[config.mk]
export PLATFORM = sky130hd
export DESIGN_NAME = euler_chain_integrator_flat
export DESIGN_NICKNAME = d
export VERILOG_FILES = /design/src/rtl/euler_pkg.sv /design/src/rtl/euler_chain_integrator_if.sv /design/src/rtl/sat_fx_mul.sv /design/src/rtl/euler_chain_integrator.sv /design/src/flat_wrapper.sv
export SDC_FILE = /design/constraint.sdc
export NUM_CORES = 2
export LEC_CHECK = 0
export CAP_MARGIN = 20
export CORE_UTILIZATION = 35
export DETAILED_ROUTE_END_ITERATION = 8
export DONT_BUFFER_PORTS = 1
export GPL_TIMING_DRIVEN = 0
export HOLD_SLACK_MARGIN = 0.03
export PLACE_DENSITY = 0.49
export SLEW_MARGIN = 20
export SYNTH_ARGS = -nofsm -noshare
export SYNTH_HDL_FRONTEND = slang
export SYNTH_SLANG_ARGS = --single-unit
[constraint.sdc]
create_clock -name clk -period 13.9 [get_ports clk]
set_input_delay 1.39 -clock clk [delete_from_list [all_inputs] [get_ports clk]]
set_output_delay 1.39 -clock clk [all_outputs]
set_load 0.03 [all_outputs]
[src/rtl/euler_pkg.sv]
// Shared types and constants for the Euler spring-chain integrator.
package euler_pkg;

  localparam int FRAC_BITS = 16;

  typedef enum logic [1:0] {IDLE, MUL, UPD, EMIT} state_e;

  // Two's-complement saturation bounds for a w-bit signed word.
  function automatic longint sat_max(int w);
    return (longint'(1) <<< (w - 1)) - 1;
  endfunction

  function automatic longint sat_min(int w);
    return -(longint'(1) <<< (w - 1));
  endfunction

endpackage

[src/rtl/euler_chain_integrator_if.sv]
// Control, coefficient/init load and sample-stream bundle of the integrator.
interface euler_chain_integrator_if #(
  parameter int WIDTH = 18
);
  logic             k_wr_en;
  logic [3:0]       k_wr_idx;
  logic [WIDTH-1:0] k_wr_data;
  logic             init_wr_en;
  logic [2:0]       init_idx;
  logic [WIDTH-1:0] init_x;
  logic [WIDTH-1:0] init_v;
  logic             load;
  logic             step;
  logic             busy;
  logic             done;
  logic             sample_valid;
  logic             sample_ready;
  logic [2:0]       sample_idx;
  logic [WIDTH-1:0] sample_x;
  logic [WIDTH-1:0] sample_v;

  modport master (
    output k_wr_en, k_wr_idx, k_wr_data, init_wr_en, init_idx, init_x, init_v,
           load, step, sample_ready,
    input  busy, done, sample_valid, sample_idx, sample_x, sample_v
  );

  modport slave (
    input  k_wr_en, k_wr_idx, k_wr_data, init_wr_en, init_idx, init_x, init_v,
           load, step, sample_ready,
    output busy, done, sample_valid, sample_idx, sample_x, sample_v
  );
endinterface

[src/rtl/sat_fx_mul.sv]
// Signed fixed-point multiply: full product, keep [WIDTH+15:16], saturate.
module sat_fx_mul
  import euler_pkg::*;
#(
  parameter int WIDTH = 18
) (
  input  logic signed [WIDTH-1:0] a,
  input  logic signed [WIDTH-1:0] b,
  output logic signed [WIDTH-1:0] p
);
  localparam logic signed [WIDTH-1:0] SMAX = WIDTH'(sat_max(WIDTH));
  localparam logic signed [WIDTH-1:0] SMIN = WIDTH'(sat_min(WIDTH));

  logic signed [2*WIDTH-1:0]  full;
  logic [WIDTH-FRAC_BITS:0]   hi;
  logic                       unused_frac;

  // The kept field fits only when every bit above it matches its sign bit.
  always_comb begin
    full = a * b;
    hi   = full[2*WIDTH-1:WIDTH+FRAC_BITS-1];
    if ((&hi) || !(|hi)) p = full[WIDTH+FRAC_BITS-1:FRAC_BITS];
    else                 p = full[2*WIDTH-1] ? SMIN : SMAX;
  end

  assign unused_frac = ^full[FRAC_BITS-1:0];
endmodule

[src/rtl/euler_chain_integrator.sv]
// Explicit-Euler integrator for a wall-anchored spring chain, one shared
// multiplier: MUL (2 products/mass) -> UPD (1 mass/cycle) -> EMIT stream.
module euler_chain_integrator
  import euler_pkg::*;
#(
  parameter int N_MASS   = 2,
  parameter int WIDTH    = 18,
  parameter int DT_SHIFT = 8
) (
  input  logic clk,
  input  logic reset_n,
  euler_chain_integrator_if.slave bus
);
  typedef logic signed [WIDTH-1:0] word_t;

  localparam word_t SMAX = WIDTH'(sat_max(WIDTH));
  localparam word_t SMIN = WIDTH'(sat_min(WIDTH));

  function automatic word_t sat1(input logic signed [WIDTH:0] s);
    word_t r;
    if (s[WIDTH] != s[WIDTH-1]) r = s[WIDTH] ? SMIN : SMAX;
    else                        r = s[WIDTH-1:0];
    return r;
  endfunction

  function automatic word_t add_sat(input word_t a, input word_t b);
    return sat1({a[WIDTH-1], a} + {b[WIDTH-1], b});
  endfunction

  function automatic word_t sub_sat(input word_t a, input word_t b);
    return sat1({a[WIDTH-1], a} - {b[WIDTH-1], b});
  endfunction

  state_e     state_q, state_d;
  logic [4:0] cnt_q, cnt_d;
  word_t      acc_q, acc_d;
  logic       done_q, done_d;
  word_t      k_q     [N_MASS+1];
  word_t      k_d     [N_MASS+1];
  word_t      ix_q    [N_MASS];
  word_t      ix_d    [N_MASS];
  word_t      iv_q    [N_MASS];
  word_t      iv_d    [N_MASS];
  word_t      x_q     [N_MASS];
  word_t      x_d     [N_MASS];
  word_t      v_q     [N_MASS];
  word_t      v_d     [N_MASS];
  word_t      accel_q [N_MASS];
  word_t      accel_d [N_MASS];

  int    mi;
  word_t x_l, x_c, x_r, v_c, a_c, k_l, k_r;
  word_t mul_a, mul_b, prod;

  // Operand fetch for the mass in focus; neighbours past either end are walls at 0.
  always_comb begin
    mi  = (state_q == MUL) ? int'(cnt_q >> 1) : int'(cnt_q);
    x_l = '0;
    x_c = '0;
    x_r = '0;
    v_c = '0;
    a_c = '0;
    k_l = '0;
    k_r = '0;
    for (int j = 0; j < N_MASS; j++) begin
      if (j == mi - 1) x_l = x_q[j];
      if (j == mi + 1) x_r = x_q[j];
      if (j == mi) begin
        x_c = x_q[j];
        v_c = v_q[j];
        a_c = accel_q[j];
      end
    end
    for (int j = 0; j <= N_MASS; j++) begin
      if (j == mi)     k_l = k_q[j];
      if (j == mi + 1) k_r = k_q[j];
    end
    mul_a = cnt_q[0] ? k_r : k_l;
    mul_b = cnt_q[0] ? sub_sat(x_r, x_c) : sub_sat(x_l, x_c);
  end

  sat_fx_mul #(.WIDTH(WIDTH)) u_mul (
    .a (mul_a),
    .b (mul_b),
    .p (prod)
  );

  always_comb begin
    state_d = state_q;
    cnt_d   = cnt_q;
    acc_d   = acc_q;
    done_d  = 1'b0;
    k_d     = k_q;
    ix_d    = ix_q;
    iv_d    = iv_q;
    x_d     = x_q;
    v_d     = v_q;
    accel_d = accel_q;

    if (bus.init_wr_en) begin
      for (int j = 0; j < N_MASS; j++) begin
        if (int'(bus.init_idx) == j) begin
          ix_d[j] = bus.init_x;
          iv_d[j] = bus.init_v;
        end
      end
    end

    if (bus.k_wr_en && state_q == IDLE) begin
      for (int j = 0; j <= N_MASS; j++) begin
        if (int'(bus.k_wr_idx) == j) k_d[j] = bus.k_wr_data;
      end
    end

    case (state_q)
      IDLE: begin
        if (bus.step) begin
          state_d = MUL;
          cnt_d   = '0;
        end
      end
      MUL: begin
        // Even cycle holds the left-spring term; odd cycle adds the right one.
        if (!cnt_q[0]) acc_d = prod;
        else begin
          for (int j = 0; j < N_MASS; j++) begin
            if (j == mi) accel_d[j] = add_sat(acc_q, prod);
          end
        end
        if (cnt_q == 5'(2 * N_MASS - 1)) begin
          state_d = UPD;
          cnt_d   = '0;
        end else begin
          cnt_d = cnt_q + 5'd1;
        end
      end
      UPD: begin
        for (int j = 0; j < N_MASS; j++) begin
          if (j == mi) begin
            x_d[j] = add_sat(x_c, v_c >>> DT_SHIFT);
            v_d[j] = add_sat(v_c, a_c >>> DT_SHIFT);
          end
        end
        if (cnt_q == 5'(N_MASS - 1)) begin
          state_d = EMIT;
          cnt_d   = '0;
        end else begin
          cnt_d = cnt_q + 5'd1;
        end
      end
      EMIT: begin
        if (bus.sample_ready) begin
          if (cnt_q == 5'(N_MASS - 1)) begin
            state_d = IDLE;
            cnt_d   = '0;
            done_d  = 1'b1;
          end else begin
            cnt_d = cnt_q + 5'd1;
          end
        end
      end
      default: state_d = IDLE;
    endcase

    // Load beats everything: it also drops a pending step or aborts a running one.
    if (bus.load) begin
      x_d     = ix_q;
      v_d     = iv_q;
      state_d = IDLE;
      cnt_d   = '0;
      done_d  = 1'b0;
    end
  end

  always_ff @(posedge clk) begin
    if (!reset_n) begin
      state_q <= IDLE;
      cnt_q   <= '0;
      acc_q   <= '0;
      done_q  <= 1'b0;
      for (int j = 0; j <= N_MASS; j++) k_q[j] <= '0;
      for (int j = 0; j < N_MASS; j++) begin
        ix_q[j]    <= '0;
        iv_q[j]    <= '0;
        x_q[j]     <= '0;
        v_q[j]     <= '0;
        accel_q[j] <= '0;
      end
    end else begin
      state_q <= state_d;
      cnt_q   <= cnt_d;
      acc_q   <= acc_d;
      done_q  <= done_d;
      k_q     <= k_d;
      ix_q    <= ix_d;
      iv_q    <= iv_d;
      x_q     <= x_d;
      v_q     <= v_d;
      accel_q <= accel_d;
    end
  end

  assign bus.busy         = (state_q != IDLE);
  assign bus.done         = done_q;
  assign bus.sample_valid = (state_q == EMIT);
  assign bus.sample_idx   = (state_q == EMIT) ? cnt_q[2:0] : 3'd0;
  assign bus.sample_x     = (state_q == EMIT) ? x_c : '0;
  assign bus.sample_v     = (state_q == EMIT) ? v_c : '0;
endmodule

[src/flat_wrapper.sv]
// flat-port wrapper written by rule: the top's interface ports become plain ports
module euler_chain_integrator_flat import euler_pkg::*;
#(
  parameter int N_MASS   = 2,
  parameter int WIDTH    = 18,
  parameter int DT_SHIFT = 8
)
  (clk, reset_n, bus_k_wr_en, bus_k_wr_idx, bus_k_wr_data, bus_init_wr_en, bus_init_idx, bus_init_x, bus_init_v, bus_load, bus_step, bus_sample_ready, bus_busy, bus_done, bus_sample_valid, bus_sample_idx, bus_sample_x, bus_sample_v);
  euler_chain_integrator_if #(.WIDTH(WIDTH)) bus_i ();
  input  logic clk;
  input  logic reset_n;
  input wire logic [$bits(bus_i.k_wr_en)-1:0] bus_k_wr_en;
  input wire logic [$bits(bus_i.k_wr_idx)-1:0] bus_k_wr_idx;
  input wire logic [$bits(bus_i.k_wr_data)-1:0] bus_k_wr_data;
  input wire logic [$bits(bus_i.init_wr_en)-1:0] bus_init_wr_en;
  input wire logic [$bits(bus_i.init_idx)-1:0] bus_init_idx;
  input wire logic [$bits(bus_i.init_x)-1:0] bus_init_x;
  input wire logic [$bits(bus_i.init_v)-1:0] bus_init_v;
  input wire logic [$bits(bus_i.load)-1:0] bus_load;
  input wire logic [$bits(bus_i.step)-1:0] bus_step;
  input wire logic [$bits(bus_i.sample_ready)-1:0] bus_sample_ready;
  output wire logic [$bits(bus_i.busy)-1:0] bus_busy;
  output wire logic [$bits(bus_i.done)-1:0] bus_done;
  output wire logic [$bits(bus_i.sample_valid)-1:0] bus_sample_valid;
  output wire logic [$bits(bus_i.sample_idx)-1:0] bus_sample_idx;
  output wire logic [$bits(bus_i.sample_x)-1:0] bus_sample_x;
  output wire logic [$bits(bus_i.sample_v)-1:0] bus_sample_v;
  assign bus_i.k_wr_en = bus_k_wr_en;
  assign bus_i.k_wr_idx = bus_k_wr_idx;
  assign bus_i.k_wr_data = bus_k_wr_data;
  assign bus_i.init_wr_en = bus_init_wr_en;
  assign bus_i.init_idx = bus_init_idx;
  assign bus_i.init_x = bus_init_x;
  assign bus_i.init_v = bus_init_v;
  assign bus_i.load = bus_load;
  assign bus_i.step = bus_step;
  assign bus_i.sample_ready = bus_sample_ready;
  assign bus_busy = bus_i.busy;
  assign bus_done = bus_i.done;
  assign bus_sample_valid = bus_i.sample_valid;
  assign bus_sample_idx = bus_i.sample_idx;
  assign bus_sample_x = bus_i.sample_x;
  assign bus_sample_v = bus_i.sample_v;
  euler_chain_integrator #(.N_MASS(N_MASS), .WIDTH(WIDTH), .DT_SHIFT(DT_SHIFT)) u_core (.clk(clk), .reset_n(reset_n), .bus(bus_i));
endmodule
=== Word level (Yosys, flattened, before mapping) ===
Cells that the tools add are included.

* Register bits after elaboration: 260

* Add/sub/neg operators: 8
* $mul: 1
* Eq/ne operators: 23
* Bitwise logic cells: 4
* Reduce and logical (&&, ||, !) cells: 29
* Muxes and demuxes: 54

{| class="wikitable"
|+ Operators with widths
! operator !! number
|-
| $mux 18 || 36
|-
| $mux 36 || 4
|-
| $eq 2x32->1 const A || 3
|-
| $logic_not 32->1 || 3
|-
| $eq 3x32->1 const A || 2
|-
| $add 18x10->19 || 2
|-
| $sub 18x18->19 || 2
|-
| $mul 18x18->36 || 1
|-
| $add 32x2->32 const B || 1
|-
| $sub 32x2->32 const B || 1
|-
| $mux 5 || 5
|-
| $pmux 5 s4 || 1
|-
| $add 18x18->19 || 1
|-
| $reduce_and 2->1 || 9
|-
| $mux 2 || 5
|-
| $reduce_and 3->1 || 3
|-
| $pmux 2 s4 || 1
|-
| $reduce_bool 2->1 || 4
|-
| $ne 2x2->1 const B || 3
|-
| $add 5x1->5 const B || 1
|-
| $eq 5x1->1 const B || 1
|-
| $eq 5x2->1 const B || 1
|-
| $ne 1x1->1 || 5
|-
| $reduce_and 5->1 || 1
|-
| other kinds (18) || 23
|}

=== Longest topological paths before layout ===
* Depth in word-level cells: 18
* Mapped depth: 75
* Depth with buffers taken out: 71

=== Cells and area by module ===
Synthesis repeated with hierarchy kept, for this count alone.

* Cell total of the unflattened synthesis: 3,520
* Area total of the unflattened synthesis: 28,148.2 um^2

{| class="wikitable"
|+ Modules (own cells, without submodules)
! module !! cells each !! seq. area each (um^2) !! times used !! area each (um^2)
|-
| euler_chain_integrator || 2,166 || 4,884.7 || 1 || 16,044.1
|-
| sat_fx_mul || 1,354 || 0.0 || 1 || 12,104.1
|}

=== Worst setup path after synthesis ===
No wires, ideal clock.

* Path type: register to register
* From: register u_core.state_q[1]
* To: register u_core.accel_q[14] in the netlist's numbering
* Stages on the path, launching flop included: 69
* Path buffers: 8
* Period minus slack after synthesis: 15.249 ns
* Data arrival time: 15.180 ns
* Library setup time: 0.069 ns
* Setup slack: -1.349 ns
* Required time: 13.831 ns
* Cell sequence: dfxtp_1 -> inv_1 -> ha_1 -> clkbuf_1 -> nor2_1 -> nor3_1 -> clkbuf_1 -> clkbuf_1 -> buf_1 -> a22oi_1 -> ha_1 -> nor2b_1 -> o21ai_0 -> a21boi_0 -> o21ai_0 -> a21boi_0 -> o21ai_0 -> a21boi_0 -> [... 33 more ...] -> xor2_2 -> nor2_1 -> nor2_1 -> clkbuf_1 -> nor2_1 -> nor2_1 -> ha_1 -> clkbuf_1 -> nand3_1 -> nor2_1 -> and3_1 -> nand2_1 -> o221ai_1 -> nor3_1 -> a21o_1 -> or2_1 -> a211o_1 -> o21ai_1

* Cells in the longest elaborated chain, start to end: 18
* Elaborated cells on any way between the ends: 46

{| class="wikitable"
|+ Ends and longest elaborated chain
! element !! line !! source
|-
| start: declaration || euler_chain_integrator.sv:34 || <nowiki>state_e state_q, state_d;</nowiki>
|-
| start signal: assignment || euler_chain_integrator.sv:190 || <nowiki>state_q <= state_d;</nowiki>
|-
| $eq 2x1->1 (*) || euler_chain_integrator.sv:57 || <nowiki>mi = (state_q == MUL) ? int'(cnt_q >> 1) : int'(cnt_q);</nowiki>
|-
| $mux 5 (*) || euler_chain_integrator.sv:57 ||
|-
| $sub 32x2->32 or $add 32x2->32 (tied branches) || euler_chain_integrator.sv:66, euler_chain_integrator.sv:67, euler_chain_integrator.sv:76 ||
|-
| $logic_not 32->1, on equally long branches || euler_chain_integrator.sv:66, euler_chain_integrator.sv:67, euler_chain_integrator.sv:76 ||
|-
| $mux 18, on equally long branches (2 in series) || euler_chain_integrator.sv:66, euler_chain_integrator.sv:67 ||
|-
| $sub 18x18->19 || euler_chain_integrator.sv:31 || <nowiki>return sat1({a[WIDTH-1], a} - {b[WIDTH-1], b});</nowiki>
|-
| $mux 18 or $ne 1x1->1 (tied branches) || euler_chain_integrator.sv:21 || <nowiki>if (s[WIDTH] != s[WIDTH-1]) r = s[WIDTH] ? SMIN : SMAX;</nowiki>
|-
| $mux 18 || euler_chain_integrator.sv:21 ||
|-
| [... 2 more ...] || -- ||
|-
| $reduce_or 3->1 || sat_fx_mul.sv:22 || <nowiki>if ((&hi) || !(|hi)) p = full[WIDTH+FRAC_BITS-1:FRAC_BITS];</nowiki>
|-
| $logic_not 1->1 || sat_fx_mul.sv:22 ||
|-
| $logic_or 1x1->1 || sat_fx_mul.sv:22 ||
|-
| $mux 18 (*) || sat_fx_mul.sv:22 ||
|-
| via u_core.prod[12] || euler_chain_integrator.sv:53 || <nowiki>word_t mul_a, mul_b, prod;</nowiki>
|-
| $add 18x18->19 (*) || euler_chain_integrator.sv:27 || <nowiki>return sat1({a[WIDTH-1], a} + {b[WIDTH-1], b});</nowiki>
|-
| $mux 18 or $ne 1x1->1 (tied branches) || euler_chain_integrator.sv:21 ||
|-
| $mux 18 (*) || euler_chain_integrator.sv:21 ||
|-
| end signal: assignment || euler_chain_integrator.sv:199 || <nowiki>accel_q <= accel_d;</nowiki>
|-
| end: declaration || euler_chain_integrator.sv:48 || <nowiki>word_t accel_q [N_MASS];</nowiki>
|}

Mark *: on every way through the listed nets, which the timed path passes. The rest lies on a longest branch.
A chain may end at the register's enable or synchronous reset.

=== Worst setup path after layout ===
* From: register u_core.state_q[1]
* To: register u_core.accel_q[29] in the netlist's numbering

Same word-level chain as after synthesis.

==> impl_metrics.toml <==
[route]
drc = 0
detail-route-antenna-nets = 0
first_iter_violations = 1764
vias = 24500
dr.pass1.iters = 5
wl_met2_mm = 44.0
avgRoutedWirePerCell_um = 20.8
top_layer = "met4"
wl_met3_mm = 6.50
drt-vias-per-instance = 5.22
wl_met1_mm = 43.9
wl_mm = 97.8

[setup_path]
critical_path_class = "flip-flop to flip-flop"
crit_fanout = 6
max_stage_delay_ps = 580
start_kind = "flip-flop"
path_depth = 69
cpLargestDelayFamily = "compound AO/OA/AOI/OAI gates"
endpoint_kind = "flip-flop"
crit_top_cell = "ha_4"
slowest_stage = "fa_1"
critical_path_arrival_ps = 14570
r2r_cells = 69
cp.required_ps = 14390
path_buf_inv = 12

[cts]
clock_path_buffers = 3
cts_max_level = 1
clk_pin_slew_ps = 60
numCtsBuffers = 29
clock-root-buffer = "clkbuf_16"
clk_latency_ps = 600
cts_tree = "built"
ctsHoldBuffers = 0
clock-sinks = 244

[place]
dp_cells = 4484
hpwlAfterDp_mm = 77.2
port_buffers = 0
placed_area_um2 = 28800
routabilityCongestion = 0.931
pre_cts_ws_ps = -4020

[synthesis]
synthFlopType = "dfxtp_1"
syn_area_per_cell_um2 = 7.95
yosys_register_bits = 244
syn_area_um2 = 27400
synth.top_cells.by_count = "562 x nand2_1, 443 x inv_1, 333 x fa_1"
synth.largest_area_cell = "fa_1"
synth_cells = 3441
synth_top_area_share = 0.244
synth_edf_count = 0
yosysMostFrequentCell = "nand2_1"
synthTopCellsByArea = "fa_1 24%, dfxtp_1 18%, ha_1 8.6%"
syn_nets = 4030
synth_warnings = 0
synth-seq-area-share = 0.178
ys_types = 77
ys_async_sr_fraction = 0

[sta]
period_needed_ps = 14080
fin_crit_sh = 1.01
setup_viol = 18
rsz0062_at_grt = "yes"
fin_skew_ps = 15.6
max_slew_margin = 0.0543
finalWorstSetupSlack_ps = -182
tns_ps = -2900
fmax_mhz = 71.0
worstMarginPinSlew_ps = 1400
finalHoldViolCount = 0
drv_slew = 0

[final_layout]
n_antenna_cell = 0
fin_nets = 4219
design_area_um2 = 32500
n_fill_cell = 8126
area_growth_pct = 18.8
fin_util = 0.420
layout.cells.non_filler = 4692
drive_gt1_frac = 0.130

[floorplan]
core_area_um2 = 77500
die_x_um = 282
start_util = 0.353
die_area_um2 = 79300
num_rows = 102
dieHeight_um = 282
ios = 110

[global_routing]
grt_max_degree = 20
track_usage = 0.248
antenna_found_initial = 1
grt-ovfl-total = 0
grt_pass1_wl_mm = 149
grt_pass1_vias = 24400

[hold_path]
hold_class = "flip-flop to flip-flop"
hold_depth = 2

[run_status]
run_status = "complete, but fails checks"
violations = "negative setup slack"

[run]
drv_cap = 0

[power_and_ir_drop]
power_leakage_nw = 14.2
peakVddDrop_mv = 0.149
power_density_nw_per_um2 = 146
## cell families after synthesis
group	synth area share
and+or+nand+nor	0.190
adders and majority gates	0.330
DFF	0.178
xor gates and xnor gates	0.0236
muxes	0.00850
buffers and inverters	0.0844
AOI/OAI and AO/OA	0.185
## placed cells by master (no fill, tap or decap), types with 19 or more instances in the layout
cell and n:
inv_1 422, nand2_1 558, a22oi_1 29, ha_4 19, nor2_1 251, a22o_1 46
o21ai_1 25, buf_4 155, o21ai_0 129, nand2b_1 41, a211oi_1 62, a21oi_1 224
and2_1 69, dfxtp_1 240, clkbuf_1 125, nor3_1 87, a21o_1 41, o21a_1 33
xnor2_1 51, nor2b_1 27, clkbuf_16 35, fa_1 326, nand3_1 26, ha_1 162
## layer usage
| layer | vias to the layer above | track usage |
|---|---|---|
| met1 | 11900 | 0.338 |
| met2 | 701 | 0.396 |
| met4 | 0 | 0.0755 |
| met5 | - | 0 |
| met3 | 154 | 0.0458 |
| li1 | 11700 | - |
## metrics by stage
stage	hold WS [ps]	power (mW)
2_1_floorplan	428	2.45
3_3_place_gp	438	3.11
3_5_place_dp	442	3.10
4_1_cts	450	4.42
5_1_grt	465	5.09
6_report	448	4.75
## worst min-delay path, stage by stage, from the launching register on
cell,delay [ps]
dfxtp_1,310
nand2_1,50
o21ai_1,50
## final timing paths
path                                  startpoint                         endpoint  slack, ps
setup / recovery  u_core.state_q[1]$_SDFFE_PP0P_  u_core.accel_q[29]$_SDFFE_PN0P_       -180
hold / removal    u_core.accel_q[9]$_SDFFE_PN0P_   u_core.accel_q[9]$_SDFFE_PN0P_        450
setup reg to reg  u_core.state_q[1]$_SDFFE_PP0P_  u_core.accel_q[29]$_SDFFE_PN0P_       -180
hold reg to reg   u_core.accel_q[9]$_SDFFE_PN0P_   u_core.accel_q[9]$_SDFFE_PN0P_        450
## what timing repair did
action | CTS | global route
buffers inserted | 108 | 51
resized for setup | 237 | 118
hold endpoints to repair | 0 | 0
pin swaps | 79 | 90
cloned | 4 | 2
endpoints found under the setup margin | 38 | 20
## power breakdown
part	internal (mW)	total, mW	switching, mW
clock	0.468	0.795	0.327
combinational	1.33	3.20	1.87
sequential	0.735	0.761	0.0257
total	2.53	4.75	2.22
## flip-flops by register name (all words and copies together) (netlist names)
name	flops
u_core.bus.done	1
u_core.acc_q	18
u_core.cnt_q	5
u_core.v_q	36
u_core.iv_q	36
u_core.accel_q	20
u_core.ix_q	36
u_core.x_q	36
u_core.state_q	2
u_core.k_q	54
## final cells by class
type,count,area [um2],share of cell area
buffer,160,951,0.0292
clock inverter,11,151,0.00465
inverter,445,1700,0.0524
tap,1040,1300,0.0400
timing repair buffer,164,1310,0.0403
timing repair inverter,1,8.76,0.000269
clock buffer,42,825,0.0253
sequential,244,4890,0.150
multi-input combinational,2585,21400,0.658
No activity file was read; power rests on OpenSTA's default activity.
